--- config.mk ---
export PLATFORM = sky130hd
export DESIGN_NAME = updn_counter_gen
export DESIGN_NICKNAME = d
export VERILOG_FILES = /design/src/rtl/updn_counter_gen.sv
export SDC_FILE = /design/constraint.sdc
export NUM_CORES = 1
export LEC_CHECK = 0
export ABC_CLOCK_PERIOD_IN_PS = 2500
export CAP_MARGIN = 30
export CORE_ASPECT_RATIO = 0.8
export CORE_MARGIN = 2
export CORE_UTILIZATION = 47
export CTS_CLUSTER_DIAMETER = 50
export DETAILED_ROUTE_END_ITERATION = 8
export GPL_TIMING_DRIVEN = 1
export HOLD_SLACK_MARGIN = 0.1
export PLACE_DENSITY = 0.77
export SYNTH_ARGS = -nofsm -noshare
export SYNTH_HDL_FRONTEND = slang
export SYNTH_SLANG_ARGS = --single-unit
export TNS_END_PERCENT = 1
--- constraint.sdc ---
create_clock -name clk -period 2.5 [get_ports clk]
set_clock_uncertainty 0.05 [all_clocks]
set_input_delay 0.5 -clock clk [delete_from_list [all_inputs] [get_ports clk]]
set_output_delay 0.5 -clock clk [all_outputs]
set_load 0.05 [all_outputs]
--- src/rtl/updn_counter_gen.sv ---
// Parametrised up/down counter: clamped load, programmable step, wrap or saturate in [MIN_VAL, MAX_VAL].
// Define COUNTER_SVA_EN to compile in the embedded self-check assertions.
module updn_counter_gen #(
    parameter int WIDTH   = 8,
    parameter int MIN_VAL = 0,
    parameter int MAX_VAL = 2**WIDTH - 1,
    parameter int SAT     = 0
) (
    input  logic             clk,
    input  logic             rst_,
    input  logic             ld_cnt_,
    input  logic             updn_cnt,
    input  logic             count_enb,
    input  logic [WIDTH-1:0] step,
    input  logic [WIDTH-1:0] data_in,
    input  logic             clr_flags,
    output logic [WIDTH-1:0] data_out,
    output logic             tc,
    output logic             ovf,
    output logic             udf
);

    localparam logic [WIDTH:0]   MIN_E   = (WIDTH+1)'(MIN_VAL);
    localparam logic [WIDTH:0]   MAX_E   = (WIDTH+1)'(MAX_VAL);
    localparam logic [WIDTH:0]   RANGE_E = (WIDTH+1)'(MAX_VAL - MIN_VAL + 1);
    localparam logic [WIDTH-1:0] MIN_W   = WIDTH'(MIN_VAL);
    localparam logic [WIDTH-1:0] MAX_W   = WIDTH'(MAX_VAL);

    if (WIDTH < 2 || MIN_VAL < 0 || MIN_VAL >= MAX_VAL || MAX_VAL > 2**WIDTH - 1) begin : g_bad_params
        $error("updn_counter_gen: illegal WIDTH/MIN_VAL/MAX_VAL combination");
    end

    logic [WIDTH:0]   cur_ext;
    logic [WIDTH:0]   step_ext;
    logic [WIDTH:0]   eff_step;
    logic [WIDTH:0]   up_sum;
    logic [WIDTH:0]   dn_floor;
    logic             ovf_evt;
    logic             udf_evt;
    logic             ovf_set;
    logic             udf_set;
    logic [WIDTH-1:0] next_cnt;
    logic [WIDTH-1:0] load_val;
    logic             below_min;
    logic             above_max;

    // Bound checks vanish when the range touches the natural limits of the width.
    if (MIN_VAL > 0) begin : g_lo_chk
        assign below_min = data_in < MIN_W;
    end else begin : g_lo_none
        assign below_min = 1'b0;
    end

    if (MAX_VAL < 2**WIDTH - 1) begin : g_hi_chk
        assign above_max = data_in > MAX_W;
    end else begin : g_hi_none
        assign above_max = 1'b0;
    end

    assign load_val = below_min ? MIN_W : (above_max ? MAX_W : data_in);

    // Underflow is tested as cur < MIN+s so the extended arithmetic never goes negative.
    always_comb begin
        cur_ext  = {1'b0, data_out};
        step_ext = {1'b0, step};
        eff_step = (step_ext > RANGE_E) ? RANGE_E : step_ext;
        up_sum   = cur_ext + eff_step;
        dn_floor = MIN_E + eff_step;
        ovf_evt  = updn_cnt && (up_sum > MAX_E);
        udf_evt  = !updn_cnt && (cur_ext < dn_floor);
        next_cnt = data_out;
        if (updn_cnt) begin
            if (!ovf_evt)
                next_cnt = WIDTH'(up_sum);
            else if (SAT != 0)
                next_cnt = MAX_W;
            else
                next_cnt = WIDTH'(up_sum - RANGE_E);
        end else begin
            if (!udf_evt)
                next_cnt = WIDTH'(cur_ext - eff_step);
            else if (SAT != 0)
                next_cnt = MIN_W;
            else
                next_cnt = WIDTH'(cur_ext + RANGE_E - eff_step);
        end
    end

    assign ovf_set = ld_cnt_ && count_enb && ovf_evt;
    assign udf_set = ld_cnt_ && count_enb && udf_evt;

    always_ff @(posedge clk) begin
        if (!rst_) begin
            data_out <= MIN_W;
            tc       <= 1'b0;
            ovf      <= 1'b0;
            udf      <= 1'b0;
        end else begin
            if (!ld_cnt_)
                data_out <= load_val;
            else if (count_enb)
                data_out <= next_cnt;
            tc  <= ovf_set || udf_set;
            ovf <= ovf_set || (ovf && !clr_flags);
            udf <= udf_set || (udf && !clr_flags);
        end
    end

`ifdef COUNTER_SVA_EN
    a_reset: assert property (@(posedge clk)
        !rst_ |=> (data_out == MIN_W && !tc && !ovf && !udf))
        else $error("%0t reset: data_out=%0d tc=%b ovf=%b udf=%b", $stime, data_out, tc, ovf, udf);

    a_hold: assert property (@(posedge clk) disable iff (!rst_)
        (ld_cnt_ && !count_enb) |=> $stable(data_out))
        else $error("%0t hold: data_out=%0d was=%0d", $stime, data_out, $past(data_out));

    a_up: assert property (@(posedge clk) disable iff (!rst_)
        (ld_cnt_ && count_enb && updn_cnt) |=>
        ({1'b0, data_out} == ($past(ovf_evt) ? ((SAT != 0) ? MAX_E : $past(up_sum) - RANGE_E)
                                             : $past(up_sum))))
        else $error("%0t up: data_out=%0d prev=%0d step=%0d", $stime, data_out, $past(data_out), $past(step));

    a_down: assert property (@(posedge clk) disable iff (!rst_)
        (ld_cnt_ && count_enb && !updn_cnt) |=>
        ({1'b0, data_out} == ($past(udf_evt)
            ? ((SAT != 0) ? MIN_E : $past(cur_ext) + RANGE_E - $past(eff_step))
            : $past(cur_ext) - $past(eff_step))))
        else $error("%0t down: data_out=%0d prev=%0d step=%0d", $stime, data_out, $past(data_out), $past(step));

    a_load: assert property (@(posedge clk) disable iff (!rst_)
        !ld_cnt_ |=> (data_out == $past(load_val)))
        else $error("%0t load: data_out=%0d data_in=%0d", $stime, data_out, $past(data_in));

    a_range: assert property (@(posedge clk) disable iff (!rst_)
        ({1'b0, data_out} >= MIN_E && {1'b0, data_out} <= MAX_E))
        else $error("%0t range: data_out=%0d", $stime, data_out);

    a_tc: assert property (@(posedge clk) disable iff (!rst_)
        tc |-> $past(ovf_set || udf_set))
        else $error("%0t tc: tc=%b without a counting event", $stime, tc);
`endif

endmodule

# Word level (Yosys, flattened, before mapping)
# Index checks and enable logic that the tools add are counted.
# classes
addsub	5
order_cmp	3
n_reduce_logical	12
n_eq_ne	1
muxes	6
# ops
operator	n
8-bit 2-to-1 mux	5
8-bit subtractor	2
8-bit by 9-bit adder with 9-bit output	1
8-bit by 9-bit greater-than comparator with 1-bit output, second input constant	1
9-bit by 8-bit greater-than comparator with 1-bit output, second input constant	1
8-bit by 9-bit less-than comparator with 1-bit output	1
9-bit 2-to-1 mux	1
8-bit by 1-bit adder with 8-bit output, second input constant	1
8-bit by 1-bit subtractor with 8-bit output, second input constant	1
1-bit logical AND	7
1-bit logical OR	3
1-bit logical NOT	2
2-bit by 1-bit inequality test with 1-bit output, second input constant	1
# word_totals
word_cells	31
ff_bits	11
inputBits	22

# Depth between registers and ports, before layout
# depth
word_depth	9
mapped_depth	9
ltp_nobuf	9

# Worst setup path after synthesis
# OpenSTA, ideal clock, no wires.
# synth_timing
kind	reg2reg
from	register data_out[0]
to	register data_out[6]
period_less_slack_ns	2.297
arrival_time_ns	2.126
setup_slack_ns	0.203
required_ns	2.328
stages_incl_launch_ff	10
path_cell_list	dfxtp_1 > inv_1 > ha_1 > fa_1 > and2b_1 > o211a_1 > nor3_1 > o32ai_2 > xnor2_1 > o21ai_1
# synth_between
elab_chain_len	7
# synth_lines
item	line	rtl
start: declaration	17	output logic [WIDTH-1:0] data_out,
start signal: assignment	100	data_out <= load_val;
start signal: assignment	102	data_out <= next_cnt;
8-bit by 9-bit adder with 9-bit output	67	up_sum = cur_ext + eff_step;
9-bit by 8-bit greater-than comparator with 1-bit output	69	ovf_evt = updn_cnt && (up_sum > MAX_E);
1-bit logical AND	69	
8-bit 2-to-1 mux	73	if (!ovf_evt)
8-bit 2-to-1 mux (*)	72	if (updn_cnt) begin
8-bit 2-to-1 mux (*)	101	else if (count_enb)
8-bit 2-to-1 mux (*)	99	if (!ld_cnt_)
# Mark *: on every way between the ends. The rest lies on a longest branch, timed or not. The select of a mux whose other input is x is not followed.
# A chain may end at the register's enable or synchronous reset.

# Final worst setup path
# layout_timing
from	input port step[0]
to	register data_out[6]
# layout_between
elab_chain_len	9
# layout_lines
item	line	rtl
start: declaration	14	input logic [WIDTH-1:0] step,
8-bit by 9-bit greater-than comparator with 1-bit output	66	eff_step = (step_ext > RANGE_E) ? RANGE_E : step_ext;
9-bit 2-to-1 mux (*)	66	
8-bit by 9-bit adder with 9-bit output	67	
9-bit by 8-bit greater-than comparator with 1-bit output	69	
1-bit logical AND	69	
8-bit 2-to-1 mux	73	
8-bit 2-to-1 mux (*)	72	
8-bit 2-to-1 mux (*)	101	
8-bit 2-to-1 mux (*)	99	
# Marked as above.

==> reports/qor.csv <==
metric,value,unit
status,finished with violations,
violations,design-rule violations,
crit_chain,clkdlybuf4s50_1 -> ha_1 -> fa_1 -> and2b_1 -> o211a_1 -> nor3_1 -> o32ai_2 -> xnor2_1 -> o21ai_1,
setup_viol,0,
clockBufferDepth,2,
ctsResizeCount,0,
power_frac_comb,50.8,%
clkTransAtPathRegs,0.07,ns
nNetsFinal,225,
die_area,2800,um2
grt-ovfl-total,0,
fmax,422.6,MHz
crit_cells,9,
synth_area_leaders,"dfxtp_1 20%, ha_1 18%, inv_1 5.7%, nand2_1 5.7%, a21oi_1 4.9%",
antenna_found_initial,0,
routed_wl,2.610,mm
ir_drop,0.3051,mV
gp_congestion,0.8283,
crit_fanout,2,
rsz0062_at_grt,no,
ant_nets,0,
place_ws,-0.1280,ns
synth_top_area_cell,dfxtp_1,
cp-start-kind,input port,
crit_start,step[0],
cp-endpoint,data_out[6]$_SDFFE_PN0P_,
crit_arrival,2.46,ns
r2r-start,data_out[0]$_SDFFE_PN0P_,
power.leakage,0.7333,nW
switching_share,38.53,%
grt_use_total,20.62,%
crit_type,in2reg,
cts_tree,yes,
htreeDepth,1,
r2r-end,data_out[6]$_SDFFE_PN0P_,
yosysSeqAreaShare,19.60,%
ios,33,
min_path_type,reg2reg,
numPortBuffers,32,
synth_area,1124,um2
synth.avg_cell_area,7.749,um2
std_cell_rows,15,
synth-seq-cells,11,
grt_pass1_vias,1015,
power.internal,0.4052,mW
wire_per_inst,12.49,um
drive_above_1_share,9.239,%
floorplan.initialDensity,50.73,%
ys_async_sr_fraction,0,%
ctsRootBufferMaster,clkbuf_4,
synth_edf_count,0,
via_per_inst,5.325,
syn_nets,185,
slowest_delay,0.43,ns
firstDrtPassIters,6,
drc_errors,1,
netlist.area_leader.share,19.60,%
tightest_slew,0.5380,ns
hold_viol,0,
via_count,1113,
fp.coreArea,2215,um2
timing.max_cap.violations,0,
finalCritPeriodShare,94.65,%
cp_top_family,adder cells,
end_kind,flop,
insertion_delay,0.26,ns
cp_num_buf_inv,1,
power_density,426.2,nW/um2
clockPowerShare,18.0,%
period_needed,2.366,ns
post-cts-setup-buffers,0,
reg2reg_setup_slack,0.38,ns
maxSlewHeadroom,64.02,%
cts_hold_buf,0,
ys_types,37,
seqPwrFrac,31.2,%
synthCells,145,
synth_ff_type,dfxtp_1,
drt_iter0_markers,32,
grt_max_degree,16,
yosysWarnings,0,
chipHeight,47.73,um
post-dp-hpwl,2.195,mm
slew_violations,0,
worst_ep_required_time,2.60,ns
cts_buffers,3,
final_core_util,69.83,%
antenna_cells,0,
cts.sinks,11,
rr_worst_depth,9,
critPathSlowestCell,clkdlybuf4s50_1,
die_w,58.67,um
p_total,0.6591,mW
switchingPower,0.2539,mW
grt_pass1_wl,4.353,mm
setup_ws,0.1338,ns
areaGrowthSynthToFinish,37.64,%
## tightest hold or removal path: stages (launching register included)
cell	delay (ns)
dfxtp_1	0.31
nand2_1	0.05
nand2_1	0.04
## stage by stage
step                TNS (ns)  hold slack (ns)  instance area, um2  std cells
floorplan                  0           0.5878                1124        145
global placement     -0.3523           0.3865                1520        205
detailed placement   -0.4967           0.3866                1520        205
CTS                        0           0.4040                1546        209
global route               0           0.4294                1546        209
finish                     0           0.4000                1546        209
## layout make-up
type                       count  area (um2)
fill                         187       668.1
clock buffer                   4       26.28
timing repair buffer          43       402.9
multi-input combinational    109       802.0
inverter                      17       63.81
tap                           25       31.28
sequential                    11       220.2
## layer usage
layer | track usage, % | part of all wire, % | up-vias
met5 | 0 | 0 | -
met4 | 7.273 | 0.46 | 0
met3 | 3.243 | 4.9 | 2
met2 | 34.38 | 45 | 28
met1 | 27.76 | 50 | 501
li1 | - | - | 582
## power groups by stage
stage / combinational (mW) / sequential [mW] / clock, mW
final: 0.335 / 0.206 / 0.119
after floorplan: 0.169 / 0.254 / 0
after global placement: 0.328 / 0.208 / 0
after detailed placement: 0.333 / 0.209 / 0
after global routing: 0.367 / 0.208 / 0.136
after CTS: 0.334 / 0.205 / 0.123
## worst min path at each step
stage                                    end           start  cells past startpoint  slack [ns]
floorplan           data_out[1]$_SDFFE_PN0P_      data_in[1]                      1        0.59
global placement              udf$_SDFF_PN0_  udf$_SDFF_PN0_                      2        0.39
detailed placement            udf$_SDFF_PN0_  udf$_SDFF_PN0_                      2        0.39
CTS                           udf$_SDFF_PN0_  udf$_SDFF_PN0_                      2        0.40
global route                  udf$_SDFF_PN0_  udf$_SDFF_PN0_                      2        0.43
finish                        udf$_SDFF_PN0_  udf$_SDFF_PN0_                      2        0.40
## synthesized netlist by cell type, types with 4 or more instances
cell type   n
o21ai_1     5
clkbuf_1    4
inv_1      17
xnor2_1     5
nand2_1    17
o21ai_0     5
nor2_1      9
o211ai_1    5
a21oi_1    11
nor2b_1     4
ha_1       16
dfxtp_1    11
## kinds of logic (layout without fill, tap and decap cells)
kind of cell	Yosys count	in the layout	synth area share, %
fa+ha+maj	18	18	21.38
compound gates	44	44	27.17
mux	3	3	2.673
xor+xnor	5	5	3.897
simple gates	39	39	16.26
flops	11	11	19.60
buf+inv	25	64	9.019
## registers in the layout, indices dropped and copies added, names as in the netlist
| name | flops |
|---|---|
| ovf | 1 |
| tc | 1 |
| udf | 1 |
| data_out | 8 |
## placed cells by master (no fill, tap or decap)
cell type,count
a31o_1,1
mux2i_1,3
a22oi_1,1
nand2b_1,2
o211ai_1,5
dfxtp_1,11
nand4b_1,1
clkdlybuf4s50_1,32
inv_1,17
o21ai_0,5
nand3_1,2
a21oi_1,11
ha_1,16
xnor2_1,5
o21ai_1,5
nor4b_1,1
o21ai_2,1
a21o_1,2
nor2_1,9
and2b_1,1
nand3b_1,1
clkbuf_4,3
nor3_1,1
nand2_1,17
a221oi_2,1
o311ai_0,1
clkbuf_1,1
o211a_1,2
buf_4,11
fa_1,2
o21bai_1,2
a211o_1,1
a2111o_1,1
o32ai_2,1
o311ai_1,1
o22ai_1,3
nor2b_1,4
(Power assumes the default switching activity.)
